==> config.mk <==
export PLATFORM = sky130hd
export DESIGN_NAME = m_router_2_if_rx
export DESIGN_NICKNAME = d
export VERILOG_FILES = /design/src/rtl/noc_pkg.sv /design/src/rtl/rx_flit_fifo.sv /design/src/rtl/m_router_2_if_rx.sv
export SDC_FILE = /design/constraint.sdc
export NUM_CORES = 1
export LEC_CHECK = 0
export ABC_AREA = 0
export CORE_ASPECT_RATIO = 0.8
export CORE_MARGIN = 3
export CORE_UTILIZATION = 35
export CTS_BUF_LIST = sky130_fd_sc_hd__clkbuf_4
export CTS_CLUSTER_SIZE = 40
export DETAILED_ROUTE_END_ITERATION = 8
export DONT_BUFFER_PORTS = 1
export PLACE_DENSITY = 0.55
export SYNTH_ARGS = -nofsm -noshare
export SYNTH_HDL_FRONTEND = slang
export SYNTH_HIERARCHICAL = 1
export SYNTH_SLANG_ARGS = --single-unit
==> constraint.sdc <==
create_clock -name clk -period 19.7 [get_ports clk]
set_clock_uncertainty 0.1 [all_clocks]
set_input_delay 5.91 -clock clk [delete_from_list [all_inputs] [get_ports clk]]
set_output_delay 5.91 -clock clk [all_outputs]
set_load 0.01 [all_outputs]
==> src/rtl/noc_pkg.sv <==
// -----------------------------------------------------------------------------
// noc_pkg
// Flit format shared by the send-side and receive-side network interfaces.
//   [68:67] flit type
//   HEAD / HEAD_TAIL : [66:59] src, [58:51] dst, [50:45] seq_len, [44:39] id
//   BODY / TAIL      : [63:0] payload, low 32-bit word carried first
// -----------------------------------------------------------------------------
package noc_pkg;

    localparam int FLIT_W     = 69;
    localparam int WORD_W     = 32;
    localparam int NODE_W     = 8;
    localparam int SEQ_W      = 6;
    localparam int ID_FIELD_W = 6;

    localparam int TYPE_MSB    = 68;
    localparam int TYPE_LSB    = 67;
    localparam int HEAD_MSB    = 66;
    localparam int HEAD_LSB    = 39;
    localparam int PAYLOAD_MSB = 63;

    typedef enum logic [1:0] {
        FLIT_HEAD      = 2'b00,
        FLIT_BODY      = 2'b01,
        FLIT_TAIL      = 2'b10,
        FLIT_HEAD_TAIL = 2'b11
    } flit_type_e;

    // Field order matches the flit bit order, so [66:39] casts directly.
    typedef struct packed {
        logic [NODE_W-1:0]     src;
        logic [NODE_W-1:0]     dst;
        logic [SEQ_W-1:0]      seq_len;
        logic [ID_FIELD_W-1:0] id;
    } head_t;

    function automatic logic is_head(input flit_type_e t);
        return (t == FLIT_HEAD) || (t == FLIT_HEAD_TAIL);
    endfunction

endpackage

==> src/rtl/rx_flit_fifo.sv <==
// -----------------------------------------------------------------------------
// rx_flit_fifo
// DEPTH-entry synchronous flit FIFO. A push while full is accepted only when a
// pop happens in the same cycle. Every successful pop raises credit for one
// cycle on the following cycle.
//   clk, rst  : clock, synchronous active-high reset
//   push, din : write request and data
//   pop, dout : read request and front entry
//   empty, full
//   credit    : one-cycle pulse, one slot was freed last cycle
// -----------------------------------------------------------------------------
module rx_flit_fifo
    import noc_pkg::*;
#(
    parameter int DEPTH = 4,
    parameter int WIDTH = FLIT_W
) (
    input  logic             clk,
    input  logic             rst,
    input  logic             push,
    input  logic [WIDTH-1:0] din,
    input  logic             pop,
    output logic [WIDTH-1:0] dout,
    output logic             empty,
    output logic             full,
    output logic             credit
);

    localparam int PTR_W = $clog2(DEPTH);

    logic [WIDTH-1:0] mem_q [DEPTH];
    logic [PTR_W-1:0] wr_ptr_q, wr_ptr_d;
    logic [PTR_W-1:0] rd_ptr_q, rd_ptr_d;
    logic [PTR_W:0]   count_q, count_d;
    logic             credit_q, credit_d;
    logic             push_ok, pop_ok;

    assign empty  = (count_q == '0);
    assign full   = (count_q == (PTR_W+1)'(DEPTH));
    assign dout   = mem_q[rd_ptr_q];
    assign credit = credit_q;

    // NOTE: every signal gets a default at the top of always_comb so no path
    // leaves it unassigned, which would otherwise infer a latch.
    always_comb begin
        pop_ok   = pop && !empty;
        push_ok  = push && (!full || pop_ok);
        // DEPTH is a power of two, so the pointers wrap naturally.
        wr_ptr_d = wr_ptr_q + PTR_W'(push_ok);
        rd_ptr_d = rd_ptr_q + PTR_W'(pop_ok);
        count_d  = count_q + (PTR_W+1)'(push_ok) - (PTR_W+1)'(pop_ok);
        credit_d = pop_ok;
    end

    // NOTE: sequential state uses non-blocking assignments so every flop
    // samples pre-edge values regardless of block evaluation order.
    always_ff @(posedge clk) begin
        if (rst) begin
            wr_ptr_q <= '0;
            rd_ptr_q <= '0;
            count_q  <= '0;
            credit_q <= 1'b0;
        end else begin
            wr_ptr_q <= wr_ptr_d;
            rd_ptr_q <= rd_ptr_d;
            count_q  <= count_d;
            credit_q <= credit_d;
        end
    end

    // NOTE: the storage array is deliberately not reset; empty/full come from
    // the reset counter, so stale entries are never observed.
    always_ff @(posedge clk) begin
        if (push_ok) begin
            mem_q[wr_ptr_q] <= din;
        end
    end

endmodule

==> src/rtl/m_router_2_if_rx.sv <==
// -----------------------------------------------------------------------------
// m_router_2_if_rx
// Receive-side network interface between a router output port and the PE.
// Buffers incoming flits, filters on destination, presents the header as a
// req/ack handshake and streams the payload as 32-bit words (valid/ready).
//   clk, rst        : clock, synchronous active-high reset
//   local_id        : this node's address
//   i_flit(_valid)  : flit from router
//   o_credit_valid  : one pulse per freed buffer slot
//   o_req_rx/i_ack_rx, o_src, o_id, o_seq_len : header handshake
//   o_data, o_data_valid, i_data_ready        : payload word stream
//   o_drop          : pulse, packet for another node discarded
//   o_err           : sticky protocol/overflow error
// -----------------------------------------------------------------------------
module m_router_2_if_rx
    import noc_pkg::*;
#(
    parameter int DEPTH = 4,
    parameter int ID_W  = 8
) (
    input  logic                  clk,
    input  logic                  rst,
    input  logic [ID_W-1:0]       local_id,
    input  logic [FLIT_W-1:0]     i_flit,
    input  logic                  i_flit_valid,
    output logic                  o_credit_valid,
    output logic                  o_req_rx,
    input  logic                  i_ack_rx,
    output logic [ID_W-1:0]       o_src,
    output logic [ID_FIELD_W-1:0] o_id,
    output logic [SEQ_W-1:0]      o_seq_len,
    output logic [WORD_W-1:0]     o_data,
    output logic                  o_data_valid,
    input  logic                  i_data_ready,
    output logic                  o_drop,
    output logic                  o_err
);

    typedef enum logic [2:0] {
        ST_IDLE,
        ST_REQ,
        ST_DATA_LO,
        ST_DATA_HI,
        ST_DROP
    } rx_state_e;

    rx_state_e             state_q, state_d;
    logic [SEQ_W-1:0]      cnt_q, cnt_d, cnt_dec;
    logic [ID_W-1:0]       src_q, src_d;
    logic [ID_FIELD_W-1:0] id_q, id_d;
    logic [SEQ_W-1:0]      seq_len_q, seq_len_d;
    logic                  err_q, err_d;
    logic                  drop_q, drop_d;

    logic [FLIT_W-1:0]     fifo_dout;
    logic                  fifo_empty, fifo_full, fifo_pop;
    flit_type_e            front_type;
    head_t                 front_head;
    logic                  front_is_data, front_is_head;
    logic                  data_valid;
    logic [WORD_W-1:0]     data_word;

    rx_flit_fifo #(
        .DEPTH (DEPTH),
        .WIDTH (FLIT_W)
    ) u_fifo (
        .clk    (clk),
        .rst    (rst),
        .push   (i_flit_valid),
        .din    (i_flit),
        .pop    (fifo_pop),
        .dout   (fifo_dout),
        .empty  (fifo_empty),
        .full   (fifo_full),
        .credit (o_credit_valid)
    );

    assign front_type    = flit_type_e'(fifo_dout[TYPE_MSB:TYPE_LSB]);
    assign front_head    = head_t'(fifo_dout[HEAD_MSB:HEAD_LSB]);
    assign front_is_head = !fifo_empty && is_head(front_type);
    assign front_is_data = !fifo_empty && !is_head(front_type);
    assign cnt_dec       = cnt_q - SEQ_W'(1);

    always_comb begin
        state_d    = state_q;
        cnt_d      = cnt_q;
        src_d      = src_q;
        id_d       = id_q;
        seq_len_d  = seq_len_q;
        err_d      = err_q;
        drop_d     = 1'b0;
        fifo_pop   = 1'b0;
        data_valid = 1'b0;
        data_word  = '0;

        unique case (state_q)
            ST_IDLE: begin
                if (!fifo_empty) begin
                    fifo_pop = 1'b1;
                    if (!front_is_head) begin
                        err_d = 1'b1;  // data flit without a header
                    end else if (front_head.dst == local_id) begin
                        src_d     = front_head.src;
                        id_d      = front_head.id;
                        seq_len_d = front_head.seq_len;
                        state_d   = ST_REQ;
                    end else begin
                        drop_d  = 1'b1;
                        state_d = (front_type == FLIT_HEAD_TAIL) ? ST_IDLE : ST_DROP;
                    end
                end
            end

            ST_REQ: begin
                if (i_ack_rx) begin
                    cnt_d   = seq_len_q;
                    state_d = (seq_len_q == '0) ? ST_IDLE : ST_DATA_LO;
                end
            end

            ST_DATA_LO, ST_DATA_HI: begin
                if (front_is_head) begin
                    // Packet truncated by a new header: abort, keep the header.
                    err_d   = 1'b1;
                    state_d = ST_IDLE;
                end else if (front_is_data) begin
                    data_valid = 1'b1;
                    data_word  = (state_q == ST_DATA_LO) ? fifo_dout[WORD_W-1:0]
                                                         : fifo_dout[PAYLOAD_MSB:WORD_W];
                    if (i_data_ready) begin
                        cnt_d = cnt_dec;
                        if (cnt_dec == '0) begin
                            fifo_pop = 1'b1;
                            state_d  = ST_IDLE;
                        end else if (state_q == ST_DATA_LO) begin
                            state_d = ST_DATA_HI;
                        end else begin
                            fifo_pop = 1'b1;
                            if (front_type == FLIT_TAIL) begin
                                err_d   = 1'b1;  // packet shorter than seq_len
                                state_d = ST_IDLE;
                            end else begin
                                state_d = ST_DATA_LO;
                            end
                        end
                    end
                end
            end

            ST_DROP: begin
                if (!fifo_empty) begin
                    fifo_pop = 1'b1;
                    if (front_type == FLIT_TAIL) begin
                        state_d = ST_IDLE;
                    end
                end
            end

            default: state_d = ST_IDLE;
        endcase

        // Overflow: push while full with no pop this cycle loses the flit.
        if (i_flit_valid && fifo_full && !fifo_pop) begin
            err_d = 1'b1;
        end
    end

    always_ff @(posedge clk) begin
        if (rst) begin
            state_q   <= ST_IDLE;
            cnt_q     <= '0;
            src_q     <= '0;
            id_q      <= '0;
            seq_len_q <= '0;
            err_q     <= 1'b0;
            drop_q    <= 1'b0;
        end else begin
            state_q   <= state_d;
            cnt_q     <= cnt_d;
            src_q     <= src_d;
            id_q      <= id_d;
            seq_len_q <= seq_len_d;
            err_q     <= err_d;
            drop_q    <= drop_d;
        end
    end

    assign o_req_rx     = (state_q == ST_REQ);
    assign o_src        = src_q;
    assign o_id         = id_q;
    assign o_seq_len    = seq_len_q;
    assign o_data       = data_word;
    assign o_data_valid = data_valid;
    assign o_drop       = drop_q;
    assign o_err        = err_q;

endmodule

Word level (Yosys, flattened, before mapping)
Memories as Yosys holds them, arrays and structs flattened. A register that Yosys moved wholly into a read port is not among the register bits. Index checks and enable logic that the tools add are counted.

Register bits after elaboration: 39. Memory bits (writable): 276. Bits of input ports: 82. Output and inout bits: 57. Logic and storage cells: 119. Memories kept: 1.

Memories: u_fifo.mem_q (depth 4, width 69, rd ports 1, clocked after Yosys merged registers in 1, wr ports 1, RTL line rx_flit_fifo.sv:31) `logic [WIDTH-1:0] mem_q [DEPTH];`.

$add $sub $neg: 5. Equal/unequal tests: 25. Muxes and demuxes: 48. Bitwise operators: 3. Reductions and logical operators: 26.

Operators with widths (count): $mux 32 (4); $mux 3 (10); $mux 6 (4); $mux 1 (21); $ne 4x4->1 const B (5); $ne 2x2->1 const B (7); $logic_not 6->1 (2); $ne 3x3->1 const B (4); $pmux 3 s4 (1); $pmux 6 s2 (1); $mux 2 (5); $eq 8x8->1 (1); $reduce_and 8->1 (1); $reduce_and 7->1 (1); $eq 3x2->1 const B (2); $eq 3x3->1 const B (2); $logic_and 1x1->1 (6); $logic_not 3->1 (2); $sub 6x1->6 const B (1); $reduce_and 5->1 (1); $add 2x1->2 (2); $eq 2x2->1 const B (2); $logic_not 1->1 (4); $pmux 1 s2 (2); 12 further kinds (16).

Logic depth before layout (Yosys ltp)
Gate-level depths: netlist of the first run.

Word-level depth: 12. Gate-level depth with buffers: 16. Depth with buffers taken out: 13.

Hierarchy
The synthesis of the first run kept the hierarchy.

By module, submodules not included: rx_flit_fifo (instances 1, cells each 402, area each 10381.2 um2, seq. area each 8448.1 um2); m_router_2_if_rx (instances 1, cells each 295, area each 2075.7 um2, seq. area each 620.6 um2).

Worst setup path before layout of the first run
No wires, ideal clock.

Path type: input port to flip-flop. From: input i_data_ready. To: memory u_fifo/mem_q[0][0] in the netlist's numbering, enable pin. Setup time: 691 ps. Arrival: 13547 ps. Required time: 18909 ps. Slack: 5362 ps. Cell stages on the path: 4. Buffers on the path: 0. Cells stage by stage: a41oi_1 o22ai_1 nor4b_2 nor4b_1.

Word-level cells in the longest chain between the ends: 9.

Ends and longest elaborated chain: from (decl) (RTL line m_router_2_if_rx.sv:34) `input logic i_data_ready,`; $mux 1 (RTL line m_router_2_if_rx.sv:130) `if (i_data_ready) begin`; $mux 1 (RTL line m_router_2_if_rx.sv:126) `end else if (front_is_data) begin`; $mux 1 (RTL line m_router_2_if_rx.sv:122) `if (front_is_head) begin`; $pmux 1 s2 (RTL line m_router_2_if_rx.sv:96) `unique case (state_q)`; via fifo_pop (RTL line m_router_2_if_rx.sv:56) `logic fifo_empty, fifo_full, fifo_pop;`; $logic_and 1x1->1 (RTL line rx_flit_fifo.sv:46) `pop_ok = pop && !empty;`; $logic_or 1x1->1 (RTL line rx_flit_fifo.sv:47) `push_ok = push && (!full || pop_ok);`; $logic_and 1x1->1 (RTL line rx_flit_fifo.sv:47); $mux 1 (RTL line rx_flit_fifo.sv:74) `if (push_ok) begin`; $mux 1 (not written as such) (RTL line rx_flit_fifo.sv:75) `mem_q[wr_ptr_q] <= din;`; to (decl) (RTL line rx_flit_fifo.sv:31).

The timed path passes the listed nets, and every way through them passes these cells.

==> results.py, run 1 <==
metrics = {
    "clocking": {
        "clk_pin_slew_ns": 0.06,
        "insertion_delay_ns": 0.68,
        "hold_buffers": 0,
        "post_cts_buffers": 0,
        "htree_levels": 3,
        "clock-root-buffer": "clkbuf_4",
        "cts_resized": 0,
        "clk_path_buf_depth": 3,
        "tritoncts": "built",
        "clock_sinks": 315,
        "cts_buffers": 84,
    },
    "yosys": {
        "syn_inst": 697,
        "synth_async_sr_flop_share_pct": 0,
        "synth_area_sq_um": 12460,
        "synth_simple_gate_area_share_pct": 5.936,
        "synthAdderAreaFrac_pct": 0.8638,
        "synth_compound_area_share_pct": 3.325,
        "synth-edff-count": 276,
        "synth_top_family_by_area": "multiplexers",
        "synth_cell_types": 54,
        "synth_seq_cells": 315,
        "synthesis.nets": 787,
        "ys_seq_area_share_pct": 72.80,
        "syn_avg_cell_area_sq_um": 17.87,
        "synth_ff_type": "edfxtp_1",
        "muxShareOfSynthArea_pct": 14.08,
        "synthXorXnorAreaFrac_pct": 1.035,
        "ys_warn_count": 6,
    },
    "layout": {
        "layout_common_cells": "edfxtp_1, clkbuf_4, nand2_1, mux4_2, a21oi_1",
        "finalCoreUtilization_pct": 40.27,
        "final_common_cell": "edfxtp_1",
        "fillers": 3234,
        "nets": 848,
        "area_growth_pct": 13.02,
        "drive_above_1_share_pct": 28.33,
    },
    "grt": {
        "grt_pass1_vias": 7078,
        "grt_usage_pct": 15.66,
        "antenna_found_initial": 2,
        "grt_pass1_wl_mm": 44.63,
        "grt_max_degree": 71,
        "grt_overflow": 0,
    },
    "placed_design": {
        "globalplace.congestion": 0.7523,
        "place_ws_ns": 10.22,
        "dp_hpwl_mm": 19.03,
        "numPortBuffers": 0,
    },
    "timing": {
        "whs_ns": 0.4044,
        "hold_viol": 0,
        "fin_crit_ns": 9.884,
        "slew_headroom_pct": 26.84,
        "setup_viol": 0,
        "slew_viol_final": 0,
        "grt_setup_unrepaired": "false",
        "tightest_slew_ns": 1.097,
        "post-route-period-util_pct": 50.17,
        "fmax_mhz": 101.2,
        "finalSetupTns_ns": 0,
        "layout_setup_ws_ns": 9.816,
    },
    "job": {
        "max_cap_viol_count": 0,
    },
    "routing": {
        "drc_errors": 0,
        "drtAntennaViolNets": 0,
        "routed-via-count": 6617,
        "routed_wl_mm": 29.49,
        "vias_per_cell": 5.090,
        "wire_per_inst_um": 22.68,
        "drt_iter0_markers": 788,
        "dr.pass1.iters": 6,
    },
    "floorplan": {
        "core-area_sq_um": 34960,
        "die_width_um": 216.9,
        "die_h_um": 174.7,
        "dieArea_sq_um": 37910,
        "ioPinCount": 139,
        "rows": 61,
        "floorplan.initialDensity_pct": 35.64,
    },
    "setup_path": {
        "critPathKind": "reg -> out",
        "max_stage_delay_ns": 1.07,
        "crit_chain": "mux4_2 > ha_1 > or3_2 > a21oi_1",
        "crit_fanout": 70,
        "crit_path_top_delay_cell": "dfxtp_4",
        "worstPathRequired_ns": 13.69,
        "worstSetupStartpointType": "register",
        "cp.arrival_ns": 3.87,
        "end_kind": "output port",
    },
    "power": {
        "power_density_nw_per_um2": 121.9,
        "p_leak_nw": 4.505,
        "peakVddDrop_uv": 37.74,
    },
    "worst_hold_path": {
        "hp-class": "reg -> reg",
    },
    "run_status": {
        "status": "finished, final reports clean",
    },
}
[report_power, final]
group,switching (mW),internal (mW),leakage (nW)
combinational,0.171,0.122,1.01
clock,0.263,0.308,0.648
sequential,0.0436,0.808,2.85
[per-layer routing]
layer | GRT usage (%) | part of all wire, %
met4 | 5.107 | 2.0
met2 | 24.11 | 47
met3 | 6.989 | 10
met1 | 19.94 | 41
met5 | 0 | 0
[critical path, delay by kind of cell, from the launching register on]
kind | cells | cell delay (ns)
adder cells (fa/ha/maj) | 1 | 0.41
AO/OA/AOI/OAI | 1 | 0.42
flip-flops | 1 | 1.07
multiplexers | 1 | 0.44
AND/OR/NAND/NOR | 1 | 0.86
[registers in the layout, indices dropped and copies added (netlist names)]
signal and flops:
o_err 1, u_fifo/mem_q 276, o_id 6, u_fifo/credit 1, u_fifo/count_q 3, o_src 8
u_fifo/wr_ptr_q 2, o_drop 1, state_q 3, u_fifo/rd_ptr_q 2, cnt_q 6, o_seq_len 6
[kinds of logic (layout without fill, tap and decap cells)]
group / after synthesis / in the layout
DFF: 315 / 315
and+or+nand+nor: 157 / 157
muxes: 89 / 89
AOI/OAI and AO/OA: 71 / 71
buffers and inverters: 44 / 173
xor gates and xnor gates: 13 / 13
adders and majority gates: 8 / 8
other: 0 / 2
[final timing paths]
| path | end | startpoint | slack [ns] | cells past startpoint |
|---|---|---|---|---|
| worst max-delay path | o_data[18] | u_fifo/rd_ptr_q[1]$_SDFF_PP0_ | 9.82 | 4 |
| worst min-delay path | cnt_q[1]$_SDFFE_PP0P_ | cnt_q[1]$_SDFFE_PP0P_ | 0.40 | 2 |
| worst max register to register | u_fifo/mem_q[1][61]$_DFFE_PP_ | u_fifo/rd_ptr_q[1]$_SDFF_PP0_ | 14.71 | 9 |
| worst min register to register | cnt_q[1]$_SDFFE_PP0P_ | cnt_q[1]$_SDFFE_PP0P_ | 0.40 | 2 |
[stage by stage]
stage          cells  cell area [sq um]  power [mW]
6_report        1300              14080       1.716
5_1_grt         1300              14080       1.811
4_1_cts         1298              14070       1.746
3_5_place_dp    1144              12970       1.164
3_3_place_gp    1144              12970       1.151
2_1_floorplan    697              12460       1.082
[Yosys cell counts (all sizes together), types with 8 or more instances]
cell type / n / area [sq um]
xnor2: 11 / 96.34
nor2: 37 / 138.9
nor3: 9 / 50.05
nor2b: 8 / 50.05
mux2i: 20 / 200.2
clkbuf: 20 / 75.07
nand2: 72 / 270.3
edfxtp: 276 / 8288
buf: 17 / 141.4
a21oi: 44 / 220.2
mux4: 69 / 1554
dfxtp: 39 / 780.8
[final cells by class]
class                   count  area, sq um  area share [%]
multi-input cells         338         3184           22.62
inverters                   7        27.53          0.1955
flip-flops and latches    315         9076           64.47
clock buffers             126        945.9           6.719
well taps                 472        590.6           4.195
repair buffers             12        90.09          0.6399
diodes                      2        5.005         0.03555
clock inverters            28        158.9           1.129
Power figures use the tool's default switching activity.
==> inputs of run 2 (changes only) <==
PLACE_DENSITY = 0.57   (was 0.55)
clock period = 8.5 ns   (was 19.7 ns; I/O delays follow)
==> run 2 against run 1 <==
  * Power increased by 130%
  * Register-to-register slack got worse by 12 ns
  * Critical path type unchanged
  * Worst setup slack got worse by 7.6 ns
  * Critical endpoint is now o_data[5]
  * Clock power increased by 120%
  * Combinational power increased by 140%
  * First-iteration DRC count decreased by 34%
  * Utilization decreased by 0.30 points
  * Highest routed layer unchanged
==> results.py, run 2 (same netlist as run 1, synthesis figures left out) <==
metrics = {
    "setup_path": {
        "r2r-start": "u_fifo/rd_ptr_q[0]$_SDFF_PP0_",
        "max_stage_delay_ns": 0.82,
        "rr_worst_depth": 10,
        "crit_fanout": 36,
        "r2r_setup_slack_ns": 3.06,
        "critPathKind": "reg -> out",
        "end_kind": "output port",
        "worstReg2RegEnd": "u_fifo/mem_q[0][2]$_DFFE_PP_",
        "cp.arrival_ns": 3.63,
        "crit_chain": "mux4_2 > ha_1 > or3_1 > buf_4 > a21oi_1",
        "worstSetupStartpointType": "register",
        "worstPathRequired_ns": 5.85,
        "crit_path_top_delay_cell": "dfxtp_4",
    },
    "job": {
        "max_cap_viol_count": 0,
    },
    "floorplan": {
        "ioPinCount": 139,
        "rows": 61,
        "floorplan.initialDensity_pct": 35.64,
        "die_width_um": 216.9,
        "dieArea_sq_um": 37910,
        "die_h_um": 174.7,
        "core-area_sq_um": 34960,
    },
    "timing": {
        "tightest_slew_ns": 1.096,
        "grt_setup_unrepaired": "false",
        "post-route-period-util_pct": 73.89,
        "slew_viol_final": 0,
        "finalSetupTns_ns": 0,
        "slew_headroom_pct": 26.93,
        "setup_viol": 0,
        "fin_crit_ns": 6.281,
        "fmax_mhz": 159.2,
        "hold_viol": 0,
    },
    "placed_design": {
        "dp.cells": 1143,
        "dp_hpwl_mm": 18.79,
        "globalplace.congestion": 0.7727,
        "numPortBuffers": 0,
    },
    "layout": {
        "final_common_cell": "edfxtp_1",
        "nets": 846,
        "regMostFlops": "u_fifo/mem_q",
        "drive_above_1_share_pct": 27.97,
        "layout_common_cells": "edfxtp_1, clkbuf_4, nand2_1, mux4_2, a21oi_1",
        "area_growth_pct": 12.17,
        "largest_register_ffs": 276,
        "stdcell_count": 1281,
    },
    "routing": {
        "vias_per_cell": 5.066,
        "routed_wl_mm": 29.36,
        "drc_errors": 0,
        "dr.pass1.iters": 5,
        "routed-via-count": 6490,
        "drt_iter0_markers": 520,
        "drtAntennaViolNets": 0,
        "wire_per_inst_um": 22.92,
    },
    "grt": {
        "grtUsageMet2_pct": 24.02,
        "use_met3_pct": 6.780,
        "grt_usage_pct": 15.74,
        "grt_max_degree": 69,
        "grtUsageMet1_pct": 20.20,
        "busiest_layer": "met2",
        "grt_pass1_wl_mm": 44.37,
        "grt_pass1_vias": 6854,
        "grt_overflow": 0,
        "antenna_found_initial": 1,
    },
    "clocking": {
        "hold_buffers": 0,
        "cts_buffers": 83,
        "clk_pin_slew_ns": 0.07,
        "tritoncts": "built",
        "clock_sinks": 315,
        "cts_resized": 0,
        "htree_levels": 3,
        "post_cts_buffers": 0,
        "clock-root-buffer": "clkbuf_4",
        "clk_path_buf_depth": 3,
        "insertion_delay_ns": 0.69,
    },
    "run_status": {
        "status": "finished, final reports clean",
    },
    "power": {
        "peakVddDrop_uv": 111.7,
        "combPwrFrac_pct": 17.8,
        "p_clk_share_pct": 31.7,
        "swShare_pct": 27.56,
        "p_int_mw": 2.814,
        "power_density_nw_per_um2": 278.0,
        "seq_power_share_pct": 50.4,
        "p_switching_mw": 1.071,
        "p_leak_nw": 4.452,
    },
    "worst_hold_path": {
        "hold_end": "cnt_q[1]$_SDFFE_PP0P_",
        "holdCritStartpoint": "cnt_q[1]$_SDFFE_PP0P_",
        "hold_depth": 2,
        "hp-class": "reg -> reg",
    },
}
## run 2: changes by cell type in the layout (fill, tap and decap cells not counted), moves of 2 or more
cell,delta
inv_2,+2
clkbuf_4,-3
clkinv_1,-11
clkinv_2,-2
## run 2: critical path: cells and delay by family, from the launching register on
| family | cells | cell delay (ns) |
|---|---|---|
| multiplexers | 1 | 0.61 |
| AO/OA/AOI/OAI | 1 | 0.44 |
| flip-flops | 1 | 0.82 |
| AND/OR/NAND/NOR | 1 | 0.39 |
| adder cells (fa/ha/maj) | 1 | 0.40 |
| buffers and inverters | 1 | 0.25 |
## run 2: how the worst max path moves through the flow
| stage | end | start | depth (start not counted) | slack [ns] |
|---|---|---|---|---|
| after floorplan | u_fifo/mem_q[1][0]$_DFFE_PP_ | i_data_ready | 4 | 0.72 |
| after global placement | o_data[5] | u_fifo/rd_ptr_q[0]$_SDFF_PP0_ | 5 | 2.83 |
| after detailed placement | o_data[5] | u_fifo/rd_ptr_q[0]$_SDFF_PP0_ | 5 | 2.84 |
| after CTS | o_data[5] | u_fifo/rd_ptr_q[0]$_SDFF_PP0_ | 5 | 2.05 |
| after global routing | o_data[5] | u_fifo/rd_ptr_q[0]$_SDFF_PP0_ | 5 | 1.88 |
| final | o_data[5] | u_fifo/rd_ptr_q[0]$_SDFF_PP0_ | 5 | 2.22 |
## run 2: layer usage
layer,vias up,wire [um],share of wire (%)
met2,183,13760,47
met3,53,2660,9.1
met5,-,0,0
met4,0,671,2.3
li1,2905,-,-
met1,3349,12270,42
## run 2: final cells by class
type | instances | area [sq um]
fill | 3217 | 20980
sequential | 315 | 9076
multi-input combinational | 338 | 3204
clock buffer | 123 | 923.4
tap | 472 | 590.6
timing repair buffer | 11 | 82.58
clock inverter | 14 | 66.31
inverter | 7 | 27.53
antenna | 1 | 2.502
## run 2: metrics by stage
stage / power [mW] / area (sq um) / utilization (%) / setup slack (ns) / hold WS, ns
2_1_floorplan: 2.495 / 12480 / - / 0.7201 / 0.3612
3_3_place_gp: 2.705 / 12980 / 37.14 / 2.828 / 0.3786
3_5_place_dp: 2.706 / 12980 / 37.14 / 2.838 / 0.3858
4_1_cts: 3.965 / 13970 / 39.97 / 2.047 / 0.3938
5_1_grt: 4.110 / 13970 / 39.97 / 1.877 / 0.4235
6_report: 3.884 / 13970 / 39.97 / 2.219 / 0.3961
## run 2: power by group through the flow
stage          Sequential (mW)  Combinational, mW  Clock, mW
2_1_floorplan             1.96              0.540          0
3_3_place_gp              1.99              0.714          0
3_5_place_dp              2.00              0.710          0
4_1_cts                   1.96              0.713       1.29
5_1_grt                   1.98              0.756       1.38
6_report                  1.96              0.693       1.23
